File: src/rtl/fifo_pkg.sv
// fifo_pkg: shared read-mode constants and depth helper for the FIFO family
package fifo_pkg;

    localparam int FIFO_STD  = 0;
    localparam int FIFO_FWFT = 1;

    function automatic int depth(input int addrsize);
        return 1 << addrsize;
    endfunction

endpackage

File: src/rtl/fifomem_1clk.sv
// fifomem_1clk: single-clock storage array, synchronous write, asynchronous read
module fifomem_1clk
    import fifo_pkg::*;
#(
    parameter int DATASIZE = 8,
    parameter int ADDRSIZE = 4
) (
    input  logic                clk,
    input  logic                we,
    input  logic [ADDRSIZE-1:0] waddr,
    input  logic [DATASIZE-1:0] wdata,
    input  logic [ADDRSIZE-1:0] raddr,
    output logic [DATASIZE-1:0] rdata
);

    logic [DATASIZE-1:0] mem [depth(ADDRSIZE)];

    assign rdata = mem[raddr];

    // contents are deliberately not reset; occupancy tracking makes stale words unreachable
    always_ff @(posedge clk) begin
        if (we) mem[waddr] <= wdata;
    end

endmodule

File: src/rtl/sync_fifo_flags.sv
// sync_fifo_flags: single-clock FIFO with occupancy, programmable flags, sticky errors and std/FWFT read
module sync_fifo_flags
    import fifo_pkg::*;
#(
    parameter int DATASIZE   = 8,
    parameter int ADDRSIZE   = 4,
    parameter int AFULL_LVL  = 2**ADDRSIZE - 2,
    parameter int AEMPTY_LVL = 2,
    parameter int FWFT       = FIFO_STD
) (
    input  logic                clk,
    input  logic                rst_n,
    input  logic                winc,
    input  logic [DATASIZE-1:0] wdata,
    output logic                wfull,
    output logic                walmost_full,
    input  logic                rinc,
    output logic [DATASIZE-1:0] rdata,
    output logic                rempty,
    output logic                ralmost_empty,
    output logic [ADDRSIZE:0]   count,
    output logic                overflow,
    output logic                underflow,
    input  logic                clr_err
);

    localparam int CW = ADDRSIZE + 1;
    localparam logic [CW-1:0] DEPTH_C  = CW'(depth(ADDRSIZE));
    localparam logic [CW-1:0] AFULL_C  = CW'(AFULL_LVL);
    localparam logic [CW-1:0] AEMPTY_C = CW'(AEMPTY_LVL);

    logic [CW-1:0]       wptr_q, wptr_d, rptr_q, rptr_d, count_q, count_d;
    logic [DATASIZE-1:0] rdata_q, rdata_d, mem_rdata;
    logic                overflow_q, overflow_d, underflow_q, underflow_d;
    logic                we, re;

    // flags come only from registered occupancy, never from this cycle's requests
    assign wfull         = count_q == DEPTH_C;
    assign rempty        = count_q == '0;
    assign walmost_full  = count_q >= AFULL_C;
    assign ralmost_empty = count_q <= AEMPTY_C;
    assign count         = count_q;
    assign overflow      = overflow_q;
    assign underflow     = underflow_q;
    assign rdata         = (FWFT == FIFO_FWFT) ? mem_rdata : rdata_q;

    fifomem_1clk #(
        .DATASIZE(DATASIZE),
        .ADDRSIZE(ADDRSIZE)
    ) u_mem (
        .clk  (clk),
        .we   (we),
        .waddr(wptr_q[ADDRSIZE-1:0]),
        .wdata(wdata),
        .raddr(rptr_q[ADDRSIZE-1:0]),
        .rdata(mem_rdata)
    );

    // accept decisions, pointer/occupancy advance, read register load and sticky error update
    always_comb begin
        we          = winc & ~wfull;
        re          = rinc & ~rempty;
        wptr_d      = we ? wptr_q + 1'b1 : wptr_q;
        rptr_d      = re ? rptr_q + 1'b1 : rptr_q;
        count_d     = count_q + CW'(we) - CW'(re);
        rdata_d     = (FWFT == FIFO_STD && re) ? mem_rdata : rdata_q;
        overflow_d  = (overflow_q & ~clr_err) | (winc & wfull);
        underflow_d = (underflow_q & ~clr_err) | (rinc & rempty);
    end

    // state registers with synchronous active-low reset
    always_ff @(posedge clk) begin
        if (!rst_n) begin
            wptr_q      <= '0;
            rptr_q      <= '0;
            count_q     <= '0;
            rdata_q     <= '0;
            overflow_q  <= 1'b0;
            underflow_q <= 1'b0;
        end else begin
            wptr_q      <= wptr_d;
            rptr_q      <= rptr_d;
            count_q     <= count_d;
            rdata_q     <= rdata_d;
            overflow_q  <= overflow_d;
            underflow_q <= underflow_d;
        end
    end

endmodule

File: config.mk
export PLATFORM = sky130hd
export DESIGN_NAME = sync_fifo_flags
export DESIGN_NICKNAME = d
export VERILOG_FILES = /design/src/rtl/fifo_pkg.sv /design/src/rtl/fifomem_1clk.sv /design/src/rtl/sync_fifo_flags.sv
export SDC_FILE = /design/constraint.sdc
export NUM_CORES = 1
export LEC_CHECK = 0
export ABC_AREA = 1
export BUFFER_PORTS_ARGS = -buffer_cell sky130_fd_sc_hd__clkbuf_2
export CAP_MARGIN = 0
export CORE_MARGIN = 2
export CORE_UTILIZATION = 55
export DETAILED_ROUTE_END_ITERATION = 6
export PLACE_DENSITY = 0.73
export REMOVE_ABC_BUFFERS = 1
export SKIP_CTS_REPAIR_TIMING = 1
export SLEW_MARGIN = 10
export SYNTH_ARGS = -nofsm -noshare
export SYNTH_HDL_FRONTEND = slang
export SYNTH_SLANG_ARGS = --single-unit
File: constraint.sdc
create_clock -name clk -period 3.8 [get_ports clk]
set_input_delay 0.19 -clock clk [delete_from_list [all_inputs] [get_ports clk]]
set_output_delay 0.19 -clock clk [all_outputs]
set_load 0.005 [all_outputs]
==> flow_summary.json <==
{
  "outcome": "finished, final reports clean",
  "clk_latency_ns": 0.42,
  "drc_errors": 0,
  "rr_startpoint": "count[2]$_SDFF_PN0_",
  "final_common_cell": "nand2_1",
  "wl_um": 15200,
  "synth_top_area_share": 0.5778,
  "cts-root-buf": "clkbuf_16",
  "yosysSeqAreaShare": 0.6470,
  "fin_crit_sh": 0.7732,
  "finalCriticalPeriod_ns": 2.938,
  "place_ws_ns": 0.9343,
  "avgViaCountPerCell": 5.402,
  "ys_ff_latch": 151,
  "tightestPinTransition_ns": 1.185,
  "cts_sinks": 151,
  "finalSetupViolCount": 0,
  "crit_type": "flop to flop",
  "io_pins": 32,
  "netlist_instances": 674,
  "r2r_slack_ns": 0.86,
  "grt_overflow": 0,
  "via_count": 4635,
  "syn_area_um2": 6653,
  "setup_slack_ns": 0.8619,
  "drtAntennaViolNets": 0,
  "p_leak_nw": 3.285,
  "synth_warnings": 0,
  "routabilityCongestion": 0.8886,
  "die_area_um2": 12990,
  "final_cell_mix": "nand2_1, edfxtp_1, inv_1",
  "cp-end-kind": "flop",
  "path_cells": "inv_1, ha_1, nand4_1, nand2_1, inv_1, buf_4, ha_1, inv_1, ha_1, inv_1, fa_1, o31ai_1, o21ai_0, a21oi_1",
  "critPathArrivalTime_ns": 3.29,
  "rows": 40,
  "final.fill_count": 893,
  "crit_family": "adder cells",
  "area_growth_pct": 13.41,
  "post_route_cells_drive_above_1_share": 0.09705,
  "hp-class": "input port to flop",
  "maxCapViolations": 0,
  "cp_common_cell": "inv_1",
  "wl_per_cell_um": 17.72,
  "rr_worst_depth": 14,
  "fin_nets": 728,
  "synthDistinctLibCells": 23,
  "maxSlewViolCount": 0,
  "crit_required_ns": 4.16,
  "dp_hpwl_um": 9313,
  "cp_slowest_cell": "dfxtp_1",
  "ir_worst_vdd_uv": 434.0,
  "cts_tree": "built",
  "slew_headroom": 0.2100,
  "place_inst": 826,
  "grt_max_degree": 67,
  "die_h_um": 114.0,
  "die_w_um": 114.0,
  "finalNonFillerCells": 858,
  "h-tree-depth": 4,
  "path_clk_slew_ns": 0.06,
  "grt_usage": 0.2497,
  "drt_iter0_markers": 602,
  "hold_depth": 3,
  "cts_buffer_depth": 2,
  "start_util": 0.5585,
  "rsz0062_at_grt": "false",
  "avgSynthCellArea_um2": 9.870,
  "coreArea_um2": 11910,
  "worstHoldEndpoint": "underflow$_SDFF_PN0_",
  "whs_ns": 0.02102,
  "yosys-top-cells-area": "edfxtp_1, nand2_1, dfxtp_1",
  "synth_largest_area_cell": "edfxtp_1",
  "antenna_found_initial": 0,
  "critPathBufInv": 5,
  "report.final.hold_viol_count": 0,
  "worstPathMaxFanout": 20,
  "clock_skew_ns": 0.005358,
  "first_pass_iters": 5,
  "setup-tns-final_ns": 0,
  "r2r-end": "count[4]$_SDFF_PN0_",
  "worst_setup_path_start_kind": "flop",
  "antenna_cells": 0,
  "power_density_nw_per_um2": 675.5,
  "cts_buffers": 17,
  "grt_pass1_wl_um": 23760,
  "fmax_ghz": 0.3404,
  "portBuffers": 31,
  "power.total_mw": 5.097,
  "worstHoldStart": "rinc",
  "grt_pass1_vias": 4447,
  "max_stage_delay_ns": 0.43
}
[metal layers]
metal  global-route usage  up-vias  routed length (um)
met5                    0        -                   0
met4              0.09919        0                 259
met3              0.06270       22                1235
met2               0.3837      199                7241
met1               0.3448     2187                6466
li1                     -     2227                   -
[how the worst max path moves through the flow]
stage                           startpoint                    end  slack (ns)  depth (start not counted)
floorplan           rptr_q[0]$_SDFFE_PN0P_  rdata[0]$_SDFFE_PN0P_        1.06                          9
global placement       count[2]$_SDFF_PN0_    count[4]$_SDFF_PN0_        1.10                         14
detailed placement     count[2]$_SDFF_PN0_    count[4]$_SDFF_PN0_        0.93                         14
CTS                    count[2]$_SDFF_PN0_    count[4]$_SDFF_PN0_        0.91                         14
global route           count[2]$_SDFF_PN0_    count[4]$_SDFF_PN0_        0.64                         14
finish                 count[2]$_SDFF_PN0_    count[4]$_SDFF_PN0_        0.86                         14
[worst reg2reg max path, delay by kind of cell (launching register included)]
family	cells	cell delay (ns)
buffers and inverters	5	0.57
adder cells (fa/ha/maj)	4	1.08
flip-flops	1	0.43
AO/OA/AOI/OAI	3	0.56
AND/OR/NAND/NOR	2	0.24
[cell usage after synthesis (all sizes together)]
master and n:
inv 96, o31ai 1, buf 25, nor2 36, nand2 221, ha 16
nand3 91, nand3b 1, a21oi 15, fa 1, clkbuf 4, o21ai 8
o21a 2, edfxtp 128, dfxtp 23, clkinv 2, xor2 1, nand4 3
[per-stage QoR]
step | util | instance area, um2
4_1_cts | 0.6334 | 7545
6_report | 0.6334 | 7545
3_3_place_gp | 0.5751 | 6850
5_1_grt | 0.6334 | 7545
2_1_floorplan | - | 6487
3_5_place_dp | 0.5751 | 6850
[sequential cells by signal, indices dropped and copies added (netlist names)]
register,cells
count,5
u_mem.mem,128
wptr_q,4
rptr_q,4
rdata,8
underflow,1
overflow,1
[layout make-up]
cell class                 count  area [um2]  area share
sequential                   151        4305      0.5706
multi-input combinational    396        1815      0.2406
clock buffer                  25       535.5     0.07098
inverter                      98       367.9     0.04876
tap                          147       183.9     0.02438
timing repair buffer          34       177.7     0.02355
clock inverter                 7       158.9     0.02106
[power breakdown]
part | switching, mW | internal, mW
clock network | 0.628 | 1.30
logic | 0.797 | 0.373
registers | 0.0831 | 1.91
total | 1.51 | 3.59
[cell families after synthesis]
logic type                 Yosys count  share of synthesized area
AOI/OAI and AO/OA                   26                    0.02069
buffers and inverters              127                    0.08012
and+or+nand+nor                    352                     0.2178
DFF                                151                     0.6470
adders and majority gates           17                    0.03310
xor gates and xnor gates             1                   0.001317
(Power assumes the default switching activity.)
